**config.mk**
```make
export PLATFORM = sky130hd
export DESIGN_NAME = vscale_dmem_rr_arbiter
export DESIGN_NICKNAME = d
export VERILOG_FILES = /design/src/rtl/vscale_dmem_rr_arbiter_pkg.sv /design/src/rtl/vscale_rr_pick.sv /design/src/rtl/vscale_dmem_rr_arbiter.sv
export SDC_FILE = /design/constraint.sdc
export NUM_CORES = 1
export LEC_CHECK = 0
export CORE_ASPECT_RATIO = 0.6
export CORE_UTILIZATION = 37
export CTS_CLUSTER_SIZE = 12
export DETAILED_ROUTE_END_ITERATION = 16
export MAX_ROUTING_LAYER = met4
export PLACE_DENSITY = 0.82
export SYNTH_ARGS = -nofsm -noshare
export SYNTH_HDL_FRONTEND = slang
export SYNTH_HIERARCHICAL = 1
export SYNTH_SLANG_ARGS = --single-unit
```
**constraint.sdc**
```tcl
create_clock -name hclk -period 5.1 [get_ports hclk]
set_clock_uncertainty 0.1 [all_clocks]
set_input_delay 1.275 -clock hclk [delete_from_list [all_inputs] [get_ports hclk]]
set_output_delay 1.275 -clock hclk [all_outputs]
set_load 0.005 [all_outputs]
```
**src/rtl/vscale_dmem_rr_arbiter_pkg.sv**
```systemverilog
// rtl/vscale_dmem_rr_arbiter_pkg.sv - HASTI widths/encodings and core-count defaults for the dmem arbiter
package vscale_dmem_rr_arbiter_pkg;

  localparam int HASTI_ADDR_WIDTH  = 32;
  localparam int HASTI_DATA_WIDTH  = 32;
  localparam int HASTI_SIZE_WIDTH  = 3;
  localparam int HASTI_BURST_WIDTH = 3;
  localparam int HASTI_PROT_WIDTH  = 4;
  localparam int HASTI_TRANS_WIDTH = 2;
  localparam int HASTI_RESP_WIDTH  = 1;

  localparam int CTRL_NUM_CORES      = 2;
  localparam int CTRL_CORE_IDX_WIDTH = 1;

  typedef enum logic [HASTI_TRANS_WIDTH-1:0] {
    HTRANS_IDLE   = 2'b00,
    HTRANS_BUSY   = 2'b01,
    HTRANS_NONSEQ = 2'b10,
    HTRANS_SEQ    = 2'b11
  } htrans_e;

  typedef enum logic [HASTI_RESP_WIDTH-1:0] {
    HRESP_OKAY  = 1'b0,
    HRESP_ERROR = 1'b1
  } hresp_e;

  function automatic logic htrans_active(input logic [HASTI_TRANS_WIDTH-1:0] t);
    return (t == HTRANS_NONSEQ) || (t == HTRANS_SEQ);
  endfunction

endpackage

```
**src/rtl/vscale_rr_pick.sv**
```systemverilog
// rtl/vscale_rr_pick.sv - round-robin pick: first requester after last_idx, wrapping modulo NUM_CORES
module vscale_rr_pick #(
  parameter int NUM_CORES      = 2,
  parameter int CORE_IDX_WIDTH = 1
) (
  input  logic [NUM_CORES-1:0]      req,
  input  logic [CORE_IDX_WIDTH-1:0] last_idx,
  output logic                      valid,
  output logic [CORE_IDX_WIDTH-1:0] idx
);

  int                        cand;
  logic [CORE_IDX_WIDTH-1:0] cand_idx;

  // Offset NUM_CORES lands back on last_idx, so it only wins when it is the sole requester.
  always_comb begin
    valid    = 1'b0;
    idx      = '0;
    cand     = 0;
    cand_idx = '0;
    for (int off = 1; off <= NUM_CORES; off++) begin
      cand     = (int'(last_idx) + off) % NUM_CORES;
      cand_idx = CORE_IDX_WIDTH'(cand);
      if (!valid && req[cand_idx]) begin
        valid = 1'b1;
        idx   = cand_idx;
      end
    end
  end

endmodule

```
**src/rtl/vscale_dmem_rr_arbiter.sv**
```systemverilog
// rtl/vscale_dmem_rr_arbiter.sv - round-robin HASTI arbiter letting several core dmem ports share one slave
module vscale_dmem_rr_arbiter
  import vscale_dmem_rr_arbiter_pkg::*;
#(
  parameter int NUM_CORES      = CTRL_NUM_CORES,
  parameter int CORE_IDX_WIDTH = CTRL_CORE_IDX_WIDTH
) (
  input  logic                                        hclk,
  input  logic                                        hresetn,
  input  logic [NUM_CORES-1:0][HASTI_ADDR_WIDTH-1:0]  core_haddr,
  input  logic [NUM_CORES-1:0]                        core_hwrite,
  input  logic [NUM_CORES-1:0][HASTI_SIZE_WIDTH-1:0]  core_hsize,
  input  logic [NUM_CORES-1:0][HASTI_BURST_WIDTH-1:0] core_hburst,
  input  logic [NUM_CORES-1:0]                        core_hmastlock,
  input  logic [NUM_CORES-1:0][HASTI_PROT_WIDTH-1:0]  core_hprot,
  input  logic [NUM_CORES-1:0][HASTI_TRANS_WIDTH-1:0] core_htrans,
  input  logic [NUM_CORES-1:0][HASTI_DATA_WIDTH-1:0]  core_hwdata,
  output logic [NUM_CORES-1:0][HASTI_DATA_WIDTH-1:0]  core_hrdata,
  output logic [NUM_CORES-1:0]                        core_hready,
  output logic [NUM_CORES-1:0][HASTI_RESP_WIDTH-1:0]  core_hresp,
  output logic [HASTI_ADDR_WIDTH-1:0]                 dmem_haddr,
  output logic                                        dmem_hwrite,
  output logic [HASTI_SIZE_WIDTH-1:0]                 dmem_hsize,
  output logic [HASTI_BURST_WIDTH-1:0]                dmem_hburst,
  output logic                                        dmem_hmastlock,
  output logic [HASTI_PROT_WIDTH-1:0]                 dmem_hprot,
  output logic [HASTI_TRANS_WIDTH-1:0]                dmem_htrans,
  output logic [HASTI_DATA_WIDTH-1:0]                 dmem_hwdata,
  input  logic [HASTI_DATA_WIDTH-1:0]                 dmem_hrdata,
  input  logic                                        dmem_hready,
  input  logic [HASTI_RESP_WIDTH-1:0]                 dmem_hresp,
  output logic [CORE_IDX_WIDTH-1:0]                   grant_idx
);

  logic [CORE_IDX_WIDTH-1:0] last_grant_q, last_grant_d;
  logic                      dph_valid_q, dph_valid_d;
  logic [CORE_IDX_WIDTH-1:0] dph_owner_q, dph_owner_d;
  logic                      dph_write_q, dph_write_d;
  logic                      lock_q, lock_d;
  logic                      hold_valid_q, hold_valid_d;
  logic [CORE_IDX_WIDTH-1:0] hold_idx_q, hold_idx_d;
  logic [NUM_CORES-1:0]      pend_q, pend_d;
  logic [NUM_CORES-1:0][HASTI_DATA_WIDTH-1:0] buf_rdata_q, buf_rdata_d;
  logic [NUM_CORES-1:0][HASTI_RESP_WIDTH-1:0] buf_resp_q, buf_resp_d;

  logic [NUM_CORES-1:0]      req;
  logic                      rr_valid;
  logic [CORE_IDX_WIDTH-1:0] rr_idx;
  logic                      lock_hit;
  logic                      win_valid;
  logic [CORE_IDX_WIDTH-1:0] win_idx;
  logic [CORE_IDX_WIDTH-1:0] sel_idx;

  vscale_rr_pick #(
    .NUM_CORES      (NUM_CORES),
    .CORE_IDX_WIDTH (CORE_IDX_WIDTH)
  ) u_pick (
    .req      (req),
    .last_idx (last_grant_q),
    .valid    (rr_valid),
    .idx      (rr_idx)
  );

  assign lock_hit = lock_q && req[last_grant_q] && core_hmastlock[last_grant_q];

  // A wait state freezes the address phase: the owner from the previous cycle keeps the bus.
  always_comb begin
    win_valid = 1'b0;
    win_idx   = last_grant_q;
    if (!dmem_hready) begin
      win_valid = hold_valid_q && req[hold_idx_q];
      win_idx   = hold_idx_q;
    end else if (lock_hit) begin
      win_valid = 1'b1;
      win_idx   = last_grant_q;
    end else begin
      win_valid = rr_valid;
      win_idx   = rr_idx;
    end
  end

  assign sel_idx        = win_valid ? win_idx : last_grant_q;
  assign grant_idx      = sel_idx;
  assign dmem_haddr     = core_haddr[sel_idx];
  assign dmem_hwrite    = core_hwrite[sel_idx];
  assign dmem_hsize     = core_hsize[sel_idx];
  assign dmem_hburst    = core_hburst[sel_idx];
  assign dmem_hmastlock = core_hmastlock[sel_idx];
  assign dmem_hprot     = core_hprot[sel_idx];
  assign dmem_htrans    = win_valid ? core_htrans[sel_idx] : HTRANS_IDLE;
  assign dmem_hwdata    = dph_valid_q ? core_hwdata[dph_owner_q] : '0;

  always_comb begin
    last_grant_d = last_grant_q;
    dph_valid_d  = dph_valid_q;
    dph_owner_d  = dph_owner_q;
    dph_write_d  = dph_write_q;
    lock_d       = lock_q;
    hold_valid_d = win_valid;
    hold_idx_d   = win_idx;
    if (dmem_hready) begin
      dph_valid_d = win_valid;
      lock_d      = 1'b0;
      if (win_valid) begin
        last_grant_d = win_idx;
        dph_owner_d  = win_idx;
        dph_write_d  = core_hwrite[win_idx];
        lock_d       = core_hmastlock[win_idx];
      end
    end
  end

  for (genvar g = 0; g < NUM_CORES; g++) begin : g_core
    logic is_win, is_dph, deny, cap;

    // Requests are masked during reset so every core sees an idle, ready bus.
    assign req[g]  = hresetn && htrans_active(core_htrans[g]);
    assign is_win  = win_valid && (win_idx == CORE_IDX_WIDTH'(g));
    assign is_dph  = dph_valid_q && (dph_owner_q == CORE_IDX_WIDTH'(g));
    assign deny    = req[g] && !is_win;
    assign cap     = dmem_hready && is_dph && deny;

    assign core_hready[g] = deny ? 1'b0 : ((is_win || is_dph) ? dmem_hready : 1'b1);
    assign core_hrdata[g] = pend_q[g] ? buf_rdata_q[g] : (is_dph ? dmem_hrdata : '0);
    assign core_hresp[g]  = pend_q[g] ? buf_resp_q[g]  : (is_dph ? dmem_hresp  : HRESP_OKAY);

    assign pend_d[g]      = cap ? 1'b1 : ((pend_q[g] && core_hready[g]) ? 1'b0 : pend_q[g]);
    assign buf_rdata_d[g] = cap ? (dph_write_q ? '0 : dmem_hrdata) : buf_rdata_q[g];
    assign buf_resp_d[g]  = cap ? dmem_hresp : buf_resp_q[g];
  end

  always_ff @(posedge hclk or negedge hresetn) begin
    if (!hresetn) begin
      last_grant_q <= CORE_IDX_WIDTH'(NUM_CORES - 1);
      dph_valid_q  <= 1'b0;
      dph_owner_q  <= '0;
      dph_write_q  <= 1'b0;
      lock_q       <= 1'b0;
      hold_valid_q <= 1'b0;
      hold_idx_q   <= '0;
      pend_q       <= '0;
      buf_rdata_q  <= '0;
      buf_resp_q   <= '0;
    end else begin
      last_grant_q <= last_grant_d;
      dph_valid_q  <= dph_valid_d;
      dph_owner_q  <= dph_owner_d;
      dph_write_q  <= dph_write_d;
      lock_q       <= lock_d;
      hold_valid_q <= hold_valid_d;
      hold_idx_q   <= hold_idx_d;
      pend_q       <= pend_d;
      buf_rdata_q  <= buf_rdata_d;
      buf_resp_q   <= buf_resp_d;
    end
  end

endmodule

```
==> results_dict.tcl <==
set metrics [dict create \
    synth_cells 516 \
    layout_commonest_cell "clkdlybuf4s50_1" \
    hpwl_um 15100 \
    vias 5367 \
    cp_max_fo 16 \
    cts_buffer_depth 2 \
    clock_latency_ps 320 \
    die_w_um 155 \
    multi_input_area_mm2 0.00313 \
    ys_types 42 \
    numCtsBuffers 9 \
    async_flop_share_pct 100 \
    cpMostUsedCell "buf_4" \
    num_rows 33 \
    drc 0 \
    finalCritPeriodShare_pct 100 \
    clkTransAtPathRegs_ps 60 \
    crit_required_ps 3720 \
    cellPowerDensity_mw_per_mm2 279 \
    synth_top_area_cell "dfrtp_1" \
    r2r_slack_ps 2350 \
    drt-initial-drc-count 302 \
    ant_nets 0 \
    path_delay_family "buffers and inverters" \
    path_buf_inv 6 \
    vdd_ir_drop_max_uv 178 \
    seqCellArea_mm2 0.00188 \
    holdPathStages 1 \
    syn_area_mm2 0.00522 \
    clock_sinks 75 \
    grt_util_all_layers_pct 26.6 \
    grt_pass1_vias 5317 \
    grt_max_degree 68 \
    root_buffer "clkbuf_16" \
    violations "negative setup slack" \
    leakagePower_nw 4.03 \
    synth_edf_count 0 \
    ff2ff_path_depth 8 \
    cts-htree-levels 3 \
    period_needed_ps 5100 \
    crit_chain "dlygate4sd2_1 > and2_1 > buf_4 > a21boi_2 > a41oi_4 > o31a_4 > inv_2 > mux2i_4 > buf_4 > buf_12 > mux2_2 > clkdlybuf4s50_1" \
    slowest_delay_ps 450 \
    setup_viol 1 \
    die_y_um 94.0 \
    num-fill-cells 1049 \
    pre_cts_ws_ps -213 \
    total_power_mw 2.60 \
    slew_viol_final 0 \
    syn_to_final_growth_pct 78.4 \
    grt-ovfl-total 0 \
    utilization_pct 67.9 \
    final-hold-violation-count 0 \
    ys_ff_latch 75 \
    rsz0062_at_grt "true" \
    hold_path.startpoint "buf_rdata_q[0]$_DFFE_PN0P_" \
    wl_per_cell_um 18.6 \
    start_kind "input port" \
    port-buffer-count 338 \
    core_mm2 0.0137 \
    timing.final.ws_setup_ps -1.78 \
    min_to "buf_rdata_q[0]$_DFFE_PN0P_" \
    final_cell_mix "312 x clkdlybuf4s50_1, 82 x mux2_2, 74 x nand2_1" \
    max_slew.worst_pin.slew_ps 1230 \
    io_pins 339 \
    synthFlopType "dfrtp_1" \
    max_freq_mhz 196 \
    r2r-start "hold_idx_q$_DFF_PN0_" \
    initial_core_util_pct 38.1 \
    netlist.area_leader.share_pct 35.5 \
    dr.pass1.iters 5 \
    grt_pass1_wl_um 29100 \
    place.gp.congestion 0.939 \
    via_per_inst 5.08 \
    syn_nets 708 \
    maxCapViolations 0 \
    die-area_mm2 0.0146 \
    status "complete, but fails checks" \
    fin_nets 1051 \
    antenna_found_initial 1 \
    r2r-end "buf_rdata_q[62]$_DFFE_PN0P_" \
    critPathArrivalTime_ps 3730 \
    cp_slowest_cell "clkdlybuf4s50_1" \
    critPathKind "input port to output pin" \
    drive_gt1_share_pct 20.1 \
    cp-end-kind "output pin" \
    hold_path_class "register to register" \
    wl_um 19600 \
    slew_headroom_pct 18.3 \
    yosysWarnings 6 \
    seq_area_frac_synth_pct 36.0 \
    synthTopCellsByArea "dfrtp_1 35%, mux2_2 18%, mux2_4 8.3%" \
    cts_tree "built" \
    synth.avg_cell_area_um2 10.1 \
]
-- worst register-to-register path: stages (launching register included) --
cell and delay (ps):
dfrtp_1 410, mux2i_1 360, o31a_1 170, and2_2 160, clkinv_2 90, buf_4 180, a21oi_4 550, buf_12 260
mux2_2 360
-- power by group --
part	switching (mW)	total, mW	internal (mW)
Clock	0.236	0.656	0.420
Sequential	0.138	0.920	0.782
Combinational	0.360	1.02	0.664
Total	0.734	2.60	1.87
-- per-stage QoR --
stage	instances	cell area, um^2	hold slack (ps)	TNS (ps)
2_1_floorplan	516	5220	381	0
3_3_place_gp	1035	8910	390	-6440
3_5_place_dp	1035	8910	393	-7070
4_1_cts	1054	9270	409	0
5_1_grt	1057	9310	426	-825
6_report	1057	9310	410	-1.78
-- routing by layer --
layer  wire length [um]  global-route usage, %  vias up
met3               1150                   4.80       27
met1               8730                   35.6     2603
li1                   -                      -     2507
met2               9330                   41.6      230
met5                  0                      -        -
met4                415                   6.94        0
-- flip-flops by register name (all words and copies together) (netlist names) --
signal,flops
dph_owner_q,1
hold_valid_q,1
dph_valid_q,1
dph_write_q,1
buf_rdata_q,64
buf_resp_q,2
last_grant_q,1
hold_idx_q,1
lock_q,1
pend_q,2
-- how the worst max path moves through the flow --
stage              startpoint              to  slack, ps  cells past startpoint
6_report       core_htrans[3]   dmem_haddr[8]         -2                     12
5_1_grt        core_htrans[3]   dmem_haddr[8]        -80                     12
4_1_cts        core_htrans[3]   dmem_hsize[2]        0.8                     12
3_5_place_dp   core_htrans[3]     dmem_hwrite       -210                     11
3_3_place_gp   core_htrans[3]     dmem_hwrite       -210                     11
2_1_floorplan  core_htrans[3]  dmem_haddr[29]        340                     10
-- cell usage after synthesis (2+ instances only) --
| cell type | instances |
|---|---|
| inv_1 | 6 |
| mux2_2 | 82 |
| nand3b_1 | 2 |
| mux2_4 | 29 |
| mux2i_1 | 37 |
| nor2b_1 | 32 |
| clkbuf_1 | 27 |
| a21oi_1 | 3 |
| nor2_1 | 39 |
| o21ai_0 | 36 |
| nor3_1 | 3 |
| buf_6 | 7 |
| nand3_1 | 2 |
| a22o_1 | 33 |
| dfrtp_1 | 74 |
| buf_2 | 4 |
| clkinv_1 | 2 |
| nand2_1 | 74 |
-- cells by family after synthesis --
family	count (synthesis)	share of synthesized area (%)
buffers and inverters	48	4.63
DFF	75	36.0
and+or+nand+nor	157	13.4
AOI/OAI and AO/OA	87	12.6
muxes	149	33.4
-- area by class of cell --
cell class / instances / share of cell area, %
diodes: 1 / 0.0269
clock buffers: 13 / 2.90
clock inverters: 3 / 0.470
inverters: 9 / 0.376
multi-input cells: 393 / 33.6
flip-flops and latches: 75 / 20.2
well taps: 192 / 2.58
repair buffers: 371 / 39.9
-- repair_timing --
item / CTS / global route
cloned: 1 / 0
setup endpoints to repair: 48 / 41
resized for setup: 9 / 20
buffers inserted: 2 / 3
hold buffers: 0 / 0
(Power assumes the default switching activity.)
